### src/rtl/intr_apb_master.sv
// ---------------------------------------------------------------------------
// intr_apb_master
// Converts single local read/write commands into APB transfers towards the
// interrupt-priority register file, with a bounded wait on pready_i.
//
// Parameters
//   NUM_INTR : number of priority registers on the peripheral
//   WIDTH    : APB address/data width (defaults to $clog2(NUM_INTR))
//   TIMEOUT  : max ACCESS cycles waited for pready_i (1..255)
//
// Ports
//   pclk_i, prst_i             clock, async active-high reset
//   cmd_valid_i / cmd_ready_o  command handshake (accepted only in IDLE)
//   cmd_write_i, cmd_addr_i, cmd_wdata_i   command payload
//   rsp_valid_o                one-cycle response pulse
//   rsp_rdata_o, rsp_err_o     read data / timeout flag, held until next rsp
//   paddr_o, pwdata_o, pwrite_o, psel_o, penable_o   APB request
//   prdata_i, pready_i         APB completion
// ---------------------------------------------------------------------------
module intr_apb_master #(
    parameter int unsigned NUM_INTR = 16,
    parameter int unsigned WIDTH    = $clog2(NUM_INTR),
    parameter int unsigned TIMEOUT  = 15
) (
    input  logic             pclk_i,
    input  logic             prst_i,
    input  logic             cmd_valid_i,
    output logic             cmd_ready_o,
    input  logic             cmd_write_i,
    input  logic [WIDTH-1:0] cmd_addr_i,
    input  logic [WIDTH-1:0] cmd_wdata_i,
    output logic             rsp_valid_o,
    output logic [WIDTH-1:0] rsp_rdata_o,
    output logic             rsp_err_o,
    output logic [WIDTH-1:0] paddr_o,
    output logic [WIDTH-1:0] pwdata_o,
    output logic             pwrite_o,
    output logic             psel_o,
    output logic             penable_o,
    input  logic [WIDTH-1:0] prdata_i,
    input  logic             pready_i
);

    localparam int unsigned CNT_W = 8;
    localparam logic [CNT_W-1:0] TIMEOUT_C = CNT_W'(TIMEOUT);

    typedef enum logic [1:0] {
        IDLE   = 2'd0,
        SETUP  = 2'd1,
        ACCESS = 2'd2,
        RESP   = 2'd3
    } state_t;

    state_t             r_state;
    state_t             w_state_nxt;
    logic [CNT_W-1:0]   r_cnt;
    logic [CNT_W-1:0]   w_cnt_nxt;
    logic [CNT_W-1:0]   w_cnt_inc;

    logic               r_cmd_ready;
    logic               r_rsp_valid;
    logic [WIDTH-1:0]   r_rsp_rdata;
    logic               r_rsp_err;
    logic [WIDTH-1:0]   r_paddr;
    logic [WIDTH-1:0]   r_pwdata;
    logic               r_pwrite;
    logic               r_psel;
    logic               r_penable;

    logic               w_cmd_ready_nxt;
    logic               w_rsp_valid_nxt;
    logic [WIDTH-1:0]   w_rsp_rdata_nxt;
    logic               w_rsp_err_nxt;
    logic [WIDTH-1:0]   w_paddr_nxt;
    logic [WIDTH-1:0]   w_pwdata_nxt;
    logic               w_pwrite_nxt;
    logic               w_psel_nxt;
    logic               w_penable_nxt;

    // State, counter and all registered outputs
    always_ff @(posedge pclk_i or posedge prst_i) begin
        if (prst_i) begin
            r_state     <= IDLE;
            r_cnt       <= '0;
            r_cmd_ready <= 1'b0;
            r_rsp_valid <= 1'b0;
            r_rsp_rdata <= '0;
            r_rsp_err   <= 1'b0;
            r_paddr     <= '0;
            r_pwdata    <= '0;
            r_pwrite    <= 1'b0;
            r_psel      <= 1'b0;
            r_penable   <= 1'b0;
        end else begin
            r_state     <= w_state_nxt;
            r_cnt       <= w_cnt_nxt;
            r_cmd_ready <= w_cmd_ready_nxt;
            r_rsp_valid <= w_rsp_valid_nxt;
            r_rsp_rdata <= w_rsp_rdata_nxt;
            r_rsp_err   <= w_rsp_err_nxt;
            r_paddr     <= w_paddr_nxt;
            r_pwdata    <= w_pwdata_nxt;
            r_pwrite    <= w_pwrite_nxt;
            r_psel      <= w_psel_nxt;
            r_penable   <= w_penable_nxt;
        end
    end

    // Next state and next values of the registered outputs
    always_comb begin
        w_state_nxt     = r_state;
        w_cnt_nxt       = r_cnt;
        w_cnt_inc       = r_cnt + CNT_W'(1);
        w_rsp_rdata_nxt = r_rsp_rdata;
        w_rsp_err_nxt   = r_rsp_err;
        w_paddr_nxt     = r_paddr;
        w_pwdata_nxt    = r_pwdata;
        w_pwrite_nxt    = r_pwrite;

        case (r_state)
            IDLE: begin
                // r_cmd_ready is low for the first cycle out of reset
                if (cmd_valid_i && r_cmd_ready) begin
                    w_paddr_nxt  = cmd_addr_i;
                    w_pwdata_nxt = cmd_wdata_i;
                    w_pwrite_nxt = cmd_write_i;
                    w_cnt_nxt    = '0;
                    w_state_nxt  = SETUP;
                end
            end
            SETUP: begin
                w_state_nxt = ACCESS;
            end
            ACCESS: begin
                // pready_i wins over a timeout reached on the same edge
                if (pready_i) begin
                    w_rsp_rdata_nxt = r_pwrite ? '0 : prdata_i;
                    w_rsp_err_nxt   = 1'b0;
                    w_state_nxt     = RESP;
                end else begin
                    w_cnt_nxt = w_cnt_inc;
                    if (w_cnt_inc >= TIMEOUT_C) begin
                        w_rsp_rdata_nxt = '0;
                        w_rsp_err_nxt   = 1'b1;
                        w_state_nxt     = RESP;
                    end
                end
            end
            RESP: begin
                w_state_nxt = IDLE;
            end
        endcase

        // Control outputs are a decode of the state being entered
        w_cmd_ready_nxt = (w_state_nxt == IDLE);
        w_psel_nxt      = (w_state_nxt == SETUP) || (w_state_nxt == ACCESS);
        w_penable_nxt   = (w_state_nxt == ACCESS);
        w_rsp_valid_nxt = (w_state_nxt == RESP);
    end

    assign cmd_ready_o = r_cmd_ready;
    assign rsp_valid_o = r_rsp_valid;
    assign rsp_rdata_o = r_rsp_rdata;
    assign rsp_err_o   = r_rsp_err;
    assign paddr_o     = r_paddr;
    assign pwdata_o    = r_pwdata;
    assign pwrite_o    = r_pwrite;
    assign psel_o      = r_psel;
    assign penable_o   = r_penable;

endmodule

### config.mk
export PLATFORM = sky130hd
export DESIGN_NAME = intr_apb_master
export DESIGN_NICKNAME = d
export VERILOG_FILES = /design/src/rtl/intr_apb_master.sv
export SDC_FILE = /design/constraint.sdc
export NUM_CORES = 1
export LEC_CHECK = 0
export BUFFER_PORTS_ARGS = -buffer_cell sky130_fd_sc_hd__buf_2
export CAP_MARGIN = 20
export CORE_MARGIN = 2
export CORE_UTILIZATION = 47
export CTS_CLUSTER_SIZE = 16
export DETAILED_ROUTE_END_ITERATION = 10
export GPL_TIMING_DRIVEN = 0
export PLACE_DENSITY = 0.71
export SKIP_LAST_GASP = 1
export SLEW_MARGIN = 20
export SYNTH_ARGS = -nofsm -noshare
export SYNTH_HDL_FRONTEND = slang
export SYNTH_SLANG_ARGS = --single-unit
### constraint.sdc
create_clock -name pclk_i -period 1.72 [get_ports pclk_i]
set_input_delay 0.086 -clock pclk_i [delete_from_list [all_inputs] [get_ports pclk_i]]
set_output_delay 0.086 -clock pclk_i [all_outputs]
set_load 0.1 [all_outputs]
-- Word-level counts from Yosys, hierarchy flattened
Cells that the tools add are included.
- add/subtract/negate cells: 1
- order comparisons: 1
- reductions and logical operators: 9
- mux-type cells: 12
- equal/unequal tests: 8
- operator list (kind ; count):
    two-way mux 8 bit ; 2
    one-hot mux 8 bit (2 select lines) ; 1
    two-way mux 4 bit ; 3
    adder 8 x 1 -> 8 bit (second input constant) ; 1
    == test 2 bit (second input constant) ; 4
    >= comparator 8 x 4 -> 1 bit (second input constant) ; 1
    one-hot mux 2 bit (4 select lines) ; 1
    two-way mux 2 bit ; 3
    == test 2 x 1 -> 1 bit (second input constant) ; 2
    logical NOT 2 bit ; 2
    != test 2 bit (second input constant) ; 2
    AND reduction 2 bit ; 2
    nonzero test 2 bit ; 2
    AND reduction 3 bit ; 1
    two-way mux 1 bit ; 2
    logical AND 1 bit ; 1
    logical OR 1 bit ; 1
- input port bits: 17
- word-level logic and storage cells: 42
- output and inout bits: 18
- register bits after elaboration: 28

-- Depth between registers and ports, before layout
Gate-level depths: netlist of the first run.
- depth in word-level cells: 7
- depth in mapped cells: 7
- depth with buffers taken out: 6

-- Worst setup path after synthesis of the first run
No wires, ideal clock.
- path kind: reg-to-reg
- start: reg r_cmd_ready, in the netlist cmd_ready_o
- end: reg r_cnt[6]
- path buffers: 0
- clock period less this slack: 2.161 ns
- setup time: 0.110 ns
- required time: 1.610 ns
- slack: -0.441 ns
- data arrival time: 2.050 ns
- cell stages (with the launch flop): 5
- cells stage by stage: dfrtp_1 > nand3_4 > a22o_1 > or2_1 > o41ai_1
- cells in the longest elaborated chain, start to end: 3
- ends and longest elaborated chain (element ; line ; text):
    from (decl) ; 60 ; logic r_cmd_ready;
    from (signal assigned) ; 97 ; r_cmd_ready <= w_cmd_ready_nxt;
    logical AND 1 bit ; 123 ; if (cmd_valid_i && r_cmd_ready) begin
    != test 2 bit (no line) ; -- ;
    AND reduction 3 bit (no line) ; -- ;
    to (signal assigned) ; 96 ; r_cnt <= w_cnt_nxt;
    to (decl) ; 56 ; logic [CNT_W-1:0] r_cnt;
No other way between the ends.
A chain may end at the register's enable or synchronous reset.

-- Worst setup path after layout of the first run
- start: reg r_cnt[0]
- end: reg r_rsp_rdata[1], in the netlist rsp_rdata_o[1]
- cells in the longest elaborated chain, start to end: 4
- ends and longest elaborated chain (element ; line ; text):
    adder 8 x 1 -> 8 bit ; 113 ; w_cnt_inc = r_cnt + CNT_W'(1);
    >= comparator 8 x 4 -> 1 bit ; 142 ; if (w_cnt_inc >= TIMEOUT_C) begin
    nonzero test 2 bit (no line) ; -- ;
    AND reduction 2 bit (no line) ; -- ;
    to (signal assigned) ; 99 ; r_rsp_rdata <= w_rsp_rdata_nxt;
    to (decl) ; 62 ; logic [WIDTH-1:0] r_rsp_rdata;
No other way between the ends.

==> impl_metrics.toml, run 1 <==
[status]
status = "finished with violations"
violations = "setup timing"

[synth]
seq_area_frac_synth_pct = 48.1
synth.distinct_cells = 36
netlist_top_cells_area = "dfrtp_1 (48%), ha_1 (6.9%), mux2_1 (6.2%)"
yosysTopAreaCellShare_pct = 48.1
syn-instance-count = 126
syn_area_mm2 = 0.00146
avgSynthCellArea_um2 = 11.6
syn_nets = 151
ys_ff_latch = 28
yosysTopAreaCell = "dfrtp_1"
yosysWarnings = 0

[critical_path]
r2r_slack_ns = -0.11
worstPathArrival_ns = 2.06
worstSetupPathType = "register to register"
cp_max_fo = 5
worstSetupEndpointType = "register"
crit_path_start_kind = "register"
required_ns = 1.95

[grt]
grt_max_degree = 29
grt_usage_pct = 20.5
grt_pass1_vias = 1268
antenna_found_initial = 0
grt_first_pass_wirelength_um = 5580
overflow = 0

[min_path]
hold_path_class = "input port to register"

[sta]
finalHoldViolCount = 0
skew_ns = 0.00717
drv_slew = 0
setup_violations = 9
rsz0062_at_grt = "true"
period_needed_ns = 1.83
slew_headroom_pct = 61.2
tightest_slew_ns = 0.581
max_freq_mhz = 547
setup_slack_ns = -0.110
finalCritPeriodShare_pct = 106

[routing]
drtAntennaViolNets = 0
drc = 0
routed_wl_um = 3470
drtIter0Drc = 37
num_vias = 1214
wire_per_inst_um = 15.6
post_drt_via_cell_ratio = 5.47
first_pass_iters = 6

[finish]
layout-drive-gt1-share_pct = 45.5
syn_to_final_growth_pct = 41.8
postLayoutCellArea_mm2 = 0.00206
mostFrequentLayoutCell = "buf_2"
finalNetCount = 216
fill_cells = 228
multi_input_area_um2 = 823
mostFrequentLayoutCells = "buf_2 (34), dfrtp_1 (25), buf_4 (13), dlygate4sd3_1 (10)"
diodes = 0
seqCellArea_um2 = 707

[place]
place_congestion = 0.800
io_buffers = 34
post-dp-hpwl_um = 2210
place_area_mm2 = 0.00169

[clocking]
clkSinkCount = 28
clk-insertion-delay-late_ns = 0.33
cts_max_path_buffers = 2
cts_buffers = 3
h-tree-depth = 1
clk_pin_slew_worst_paths_ns = 0.14
cts_tree = "done"
cts_root_buf = "clkbuf_4"

[floorplanning]
core_mm2 = 0.00300
start_util_pct = 48.5
fp.dieW_um = 59.7
dieArea_mm2 = 0.00356
pin_count = 35
num_rows = 20
dieHeight_um = 59.7

[flow_run]
drv.max_cap_violation_count = 0
## worst paths after layout
kind | start | endpoint | depth (start not counted)
min reg2reg | paddr_o[2] | paddr_o[2] | 1
max | r_cnt[0] | rsp_rdata_o[1] | 7
min in group asynchronous | prst_i | r_state[1] | 3
max in group asynchronous | prst_i | cmd_ready_o | 3
min | prdata_i[0] | rsp_rdata_o[0] | 4
max reg2reg | r_cnt[0] | rsp_rdata_o[1] | 7
## worst max-delay path: stages (launching register included)
cell and delay, ns:
dfrtp_1 0.42, buf_6 0.13, ha_4 0.17, nand3_4 0.11
nor4b_4 0.25, o221ai_4 0.21, buf_6 0.17, o41ai_2 0.28
## layer usage
layer / track usage [%] / vias up / routed length (um)
met2: 37.0 / 17 / 1950
met3: 2.81 / 2 / 74
met5: 0 / - / 0
li1: - / 593 / -
met4: 5.71 / 0 / 14
met1: 25.3 / 602 / 1430
## per-stage QoR
step	std cells	TNS, ns	setup WS [ns]	utilization (%)	hold slack (ns)
after floorplan	126	-0.0230	-0.0230	-	0.151
after global placement	193	-0.939	-0.216	56.3	0.298
after CTS	216	-1.50	-0.204	65.1	0.0297
after detailed placement	193	-1.98	-0.303	56.3	0.308
final	222	-0.702	-0.110	68.8	0.125
after global routing	222	-1.55	-0.196	68.8	0.131
## flip-flops by register name, indices dropped and copies added (netlist names)
| register | cells |
|---|---|
| r_state | 2 |
| rsp_valid_o | 1 |
| rsp_rdata_o | 4 |
| rsp_err_o | 1 |
| pwdata_o | 4 |
| cmd_ready_o | 1 |
| pwrite_o | 1 |
| r_cnt | 8 |
| psel_o | 1 |
| paddr_o | 4 |
| penable_o | 1 |
## synthesized netlist by cell type (all sizes together)
library cell / count
dfrtp: 28
a22o: 3
nand4b: 1
nand3b: 1
o21a: 3
buf: 1
nor2: 4
nor4b: 1
o41ai: 6
nand3: 5
a211o: 1
nand4: 2
xor2: 1
o31ai: 2
nand2: 6
inv: 11
ha: 8
and2: 1
o21ai: 9
a21oi: 7
o31a: 1
or3: 1
a211oi: 1
or2: 2
and4b: 4
nand2b: 2
clkbuf: 3
mux2: 9
nor3: 1
o221ai: 1
## final cells by class
class	instances	area share, %
Sequential cell	28	34.2
Clock buffer	3	1.09
Multi-Input combinational cell	83	39.9
Buffer	4	1.21
Inverter	11	2.12
Timing Repair Buffer	60	19.5
Tap cell	33	2.00
## cells by family after synthesis
kind of cell    after synthesis  synth area share [%]
compound gates               34                  18.6
xor+xnor                      1                 0.601
fa+ha+maj                     8                  6.87
buf+inv                      15                  4.38
flops                        28                  48.1
mux                           9                  6.96
simple gates                 31                  14.4
## repair_timing
action	CTS	global route
setup endpoints to repair	17	18
setup buffers	11	5
hold buffers	9	1
resized for setup	16	13
endpoints found under the hold margin	9	28
pin swaps	7	11
Power of run 1 is left out: the tool's default activity adds up to more than one toggle a clock period on the data nets, which glitch-free logic cannot reach.
==> run 2, diff against run 1 <==
--- a/constraint.sdc
+++ b/constraint.sdc
@@ -3,2 +3,2 @@
 set_output_delay 0.086 -clock pclk_i [all_outputs]
-set_load 0.1 [all_outputs]
+set_load 0.02 [all_outputs]
==> run 2 against run 1 <==
  * The flow still finishes with violations (setup timing)
  * Largest cell class unchanged
  * Register-to-register slack worse by 0.11 ns
  * Sequential share of layout area is 0.087 points higher
  * Wire length is 0.12% lower
  * Clock-buffer cell count stayed put
  * Worst hold slack worse by 0.025 ns
  * Cell count is 0.90% lower
  * Critical path depth stayed put
  * Global-route usage hardly changed
  * Setup slack worse by 0.11 ns
  * Design area is 0.61% lower
  * Non-clock buffer count is 3 lower
  * Via count is 1.9% higher
==> impl_metrics.toml, run 2 (synthesized netlist as in run 1, its figures left out) <==
[power]
seq_power_share_pct = 34.3
leakage_nw = 0.963
switchingPower_w = 0.00135
ir_drop_v = 0.000956
power.density_mw_per_mm2 = 1590
combPwrFrac_pct = 52.2
p_int_w = 0.00192
switching_share_pct = 41.4
p_clk_share_pct = 13.5
power.total_w = 0.00327

[finish]
stdcell_count = 220
syn_to_final_growth_pct = 40.9
mostFrequentLayoutCell = "buf_2"
layout-drive-gt1-share_pct = 43.9
diodes = 0
mostFrequentLayoutCells = "buf_2 (34), dfrtp_1 (25), dlygate4sd3_1 (10), buf_4 (10)"
finalNetCount = 213
largest_register_ffs = 8
regMostFlops = "r_cnt"

[place]
placedCellCount = 193
place_congestion = 0.820
io_buffers = 34
pre_cts_ws_ns = -0.281
post-dp-hpwl_um = 2140

[critical_path]
required_ns = 1.96
crit_path_start_kind = "register"
worstPathArrival_ns = 2.19
crit_path_frequent_cell = "buf_6"
crit_path_start = "r_cnt[0]"
critPathCapture = "rsp_rdata_o[2]"
path_cells = "buf_6 > a211o_1 > a211oi_2 > o221ai_4 > buf_4 > buf_6 > o41ai_2"
r2r_slack_ns = -0.22
worstSetupPathType = "register to register"
reg2reg_depth = 7
worstSetupEndpointType = "register"
cp_slowest_cell = "dfrtp_1"
r2r-start = "r_cnt[0]"
cp_slowest_stage_delay_ns = 0.45
reg2reg_to = "rsp_rdata_o[2]"
cp_max_fo = 4

[sta]
skew_ns = 0.0116
setup_slack_ns = -0.223
max_freq_mhz = 515
finalHoldViolCount = 0
period_needed_ns = 1.94
rsz0062_at_grt = "true"
drv_slew = 0
setup_violations = 10
slew_headroom_pct = 61.3
finalCritPeriodShare_pct = 113
tightest_slew_ns = 0.580

[grt]
antenna_found_initial = 0
grt_first_pass_wirelength_um = 5470
grt_pass1_vias = 1166
grt_usage_pct = 20.4
grt_max_degree = 29
overflow = 0

[flow_run]
drv.max_cap_violation_count = 0

[clocking]
h-tree-depth = 1
clk-insertion-delay-late_ns = 0.34
cts_tree = "done"
cts_buffers = 3
cts_max_path_buffers = 2
clk_pin_slew_worst_paths_ns = 0.16
cts_root_buf = "clkbuf_4"
clkSinkCount = 28

[routing]
drc = 0
wire_per_inst_um = 15.8
post_drt_via_cell_ratio = 5.62
routed_wl_um = 3470
wl_met3_um = 154
top_layer = "met4"
met1_length_um = 1440
drtAntennaViolNets = 0
drtIter0Drc = 51
num_vias = 1237
first_pass_iters = 4
wl_met2_um = 1820

[status]
violations = "setup timing"
status = "finished with violations"

[floorplanning]
core_mm2 = 0.00300
dieArea_mm2 = 0.00356
start_util_pct = 48.5
pin_count = 35
dieHeight_um = 59.7
fp.dieW_um = 59.7
num_rows = 20

[min_path]
hold_path_class = "input port to register"
-- run 2: critical path: cells and delay by family, from the launching register on --
family          cells  cell delay (ns)
compound gates      4             0.96
buf+inv             3             0.42
flops               1             0.45
-- run 2: per-layer routing --
layer / global-route usage (%) / vias to the layer above
met5: 0 / -
met2: 35.1 / 33
li1: - / 583
met4: 5.08 / 0
met1: 26.0 / 613
met3: 4.76 / 8
-- run 2: worst min-delay path by stage --
stage,slack (ns),to,cells past startpoint,startpoint
detailed placement,0.30,paddr_o[3],2,cmd_addr_i[3]
CTS,0.005,paddr_o[3],2,prst_i
global placement,0.30,paddr_o[0],2,cmd_addr_i[0]
global route,0.11,rsp_rdata_o[0],4,prdata_i[0]
floorplan,0.15,cmd_ready_o,1,prst_i
finish,0.1,rsp_rdata_o[0],4,prdata_i[0]
-- run 2: what timing repair did --
action | in CTS | in global routing
setup endpoints to repair | 17 | 17
endpoints found under the hold margin | 9 | 28
pin swaps | 3 | 3
setup buffers | 6 | 7
gates cloned | 0 | 0
gates resized for setup | 9 | 19
hold buffers | 9 | 1
-- run 2: metrics by stage --
stage / area, um2 / TNS (ns) / util, % / hold WS (ns)
final: 2050 / -1.23 / 68.3 / 0.0996
after global routing: 2050 / -1.91 / 68.3 / 0.107
after CTS: 1920 / -0.934 / 64.0 / 0.00458
after detailed placement: 1690 / -1.61 / 56.2 / 0.302
after global placement: 1690 / -0.908 / 56.2 / 0.298
after floorplan: 1480 / -0.0230 / - / 0.151
-- run 2: area by class of cell --
class,instances,area (um2)
Sequential cell,28,704
Multi-Input combinational cell,83,803
Clock buffer,3,22.5
Inverter,11,43.8
Timing Repair Buffer,57,379
Clock inverter,1,30.0
Tap cell,33,41.3
Fill cell,219,951
Buffer,4,27.5
-- run 2: power by group through the flow --
stage / Combinational, W / Clock, W / Sequential [W]
2_1_floorplan: 0.000765 / 0 / 0.00135
3_3_place_gp: 0.00134 / 0 / 0.00111
3_5_place_dp: 0.00140 / 0 / 0.00113
4_1_cts: 0.00149 / 0.000440 / 0.00112
5_1_grt: 0.00187 / 0.000465 / 0.00116
6_report: 0.00171 / 0.000440 / 0.00112
Note: power is estimated with default switching activity, not from simulation.
==> run 3, diff against run 2 <==
- CTS_BUF_LIST: unset -> sky130_fd_sc_hd__clkbuf_8 sky130_fd_sc_hd__clkbuf_16
==> run 3 against run 2 <==
  * Die area did not move
  * Setup slack improved by 0.11 ns
  * The flow still finishes with violations (setup timing)
  * Via count down 4.6%
  * Clock power rose by 16%
  * Clock-buffer cell count unchanged
  * Highest routed layer unchanged
  * Critical path type unchanged
==> impl_metrics.toml, run 3 (synthesized netlist as in run 1, its figures left out) <==
[status]
status = "finished with violations"
violations = "setup timing"

[floorplanning]
fp.dieW_um = 59.7
start_util_pct = 48.5
core_mm2 = 0.00300
dieHeight_um = 59.7
pin_count = 35
num_rows = 20
dieArea_mm2 = 0.00356

[place]
post-dp-hpwl_um = 2140
placedCellCount = 193
place_area_mm2 = 0.00169
io_buffers = 34
place_congestion = 0.820

[critical_path]
worstSetupPathType = "register to register"
reg2reg_to = "rsp_rdata_o[2]"
r2r_slack_ns = -0.11
r2r-start = "r_cnt[1]"
crit_path_start_kind = "register"
worstSetupEndpointType = "register"
cp_max_fo = 7
reg2reg_depth = 6
worstPathArrival_ns = 2.00
required_ns = 1.89

[routing]
drtIter0Drc = 39
wire_per_inst_um = 15.0
first_pass_iters = 4
routed_wl_um = 3120
drtAntennaViolNets = 0
num_vias = 1180
drc = 0
post_drt_via_cell_ratio = 5.67

[grt]
global_route.usage.met2_pct = 32.9
grt_first_pass_wirelength_um = 5220
grt_usage_pct = 19.4
overflow = 0
use_met3_pct = 4.76
antenna_found_initial = 0
grt_pass1_vias = 1136
grtUsageMet1_pct = 24.6
busiest_layer = "met2"
grt_max_degree = 29

[sta]
setup_violations = 8
drv_slew = 0
max_freq_mhz = 546
finalCritPeriodShare_pct = 106
whs_ns = 0.0135
rsz0062_at_grt = "true"
period_needed_ns = 1.83
slew_headroom_pct = 62.3
setup_slack_ns = -0.111
tightest_slew_ns = 0.564
skew_ns = 0.00550
finalHoldViolCount = 0

[flow_run]
drv.max_cap_violation_count = 0

[min_path]
hold_start = "cmd_addr_i[0]"
hold-path-cell-count = 2
hold_path_class = "input port to register"
worstHoldEndpoint = "paddr_o[0]"

[finish]
postLayoutCellArea_mm2 = 0.00193
fill_cells = 228
regMostFlops = "r_cnt"
mostFrequentLayoutCells = "buf_2 (35), dfrtp_1 (25), inv_1 (9), mux2_1 (8), buf_4 (8)"
largest_register_ffs = 8
diodes = 0
mostFrequentLayoutCell = "buf_2"
multi_input_area_um2 = 786
layout-drive-gt1-share_pct = 44.6
stdcell_count = 208
fin_util_pct = 64.4
syn_to_final_growth_pct = 32.8
seqCellArea_um2 = 704
finalNetCount = 201

[power]
power.density_mw_per_mm2 = 1670
leakage_nw = 0.921
ir_drop_v = 0.000982

[clocking]
clk_pin_slew_worst_paths_ns = 0.09
clk-insertion-delay-late_ns = 0.27
clkSinkCount = 28
cts_buffers = 3
h-tree-depth = 1
cts_root_buf = "clkbuf_8"
cts_max_path_buffers = 2
cts_tree = "done"
[run 3: worst max path at each step]
stage	start	end	slack, ns
final	r_cnt[1]	rsp_rdata_o[2]	-0.11
after global routing	r_cnt[0]	psel_o	-0.19
after CTS	r_cnt[0]	rsp_rdata_o[2]	-0.13
after detailed placement	r_cnt[1]	psel_o	-0.28
after global placement	r_cnt[1]	psel_o	-0.21
after floorplan	r_cnt[0]	psel_o	-0.02
[run 3: critical path, stage by stage, from the launching register on]
cell	delay [ns]
dfrtp_2	0.48
ha_4	0.20
nand3_4	0.11
a211oi_2	0.29
o221ai_4	0.21
buf_6	0.17
o41ai_2	0.27
[run 3: what timing repair did]
action	in CTS	in global routing
endpoints found under the setup margin	17	16
pin swaps	2	0
buffers inserted	9	1
hold endpoints to repair	0	28
resized for setup	14	9
hold buffers	0	1
[run 3: power by group]
| part | switching (W) | total (W) | leakage [nW] | internal (W) |
|---|---|---|---|---|
| sequential | 0.000196 | 0.00112 | 0.346 | 0.000925 |
| combinational | 0.000905 | 0.00159 | 0.539 | 0.000683 |
| clock | 0.000200 | 0.000512 | 0.0357 | 0.000312 |
| total | 0.00130 | 0.00322 | 0.921 | 0.00192 |
[run 3: through the flow]
step	TNS (ns)	worst slack, ns	total power (W)
floorplan	-0.0230	-0.0230	0.00211
CTS	-0.903	-0.132	0.00320
finish	-0.710	-0.111	0.00322
global placement	-0.908	-0.207	0.00245
detailed placement	-1.61	-0.281	0.00253
global route	-1.54	-0.195	0.00346
[run 3: layer usage]
layer / up-vias / wire length, um
met5: - / 0
met4: 0 / 35
met3: 6 / 109
met2: 22 / 1640
met1: 592 / 1330
li1: 560 / -
[run 3: area by class of cell]
type	count	area share (%)
sequential	28	36.4
timing repair buffer	45	13.6
multi-input combinational	83	40.6
tap	33	2.13
clock buffer	3	2.13
clock inverter	1	1.55
buffer	4	1.29
inverter	11	2.26
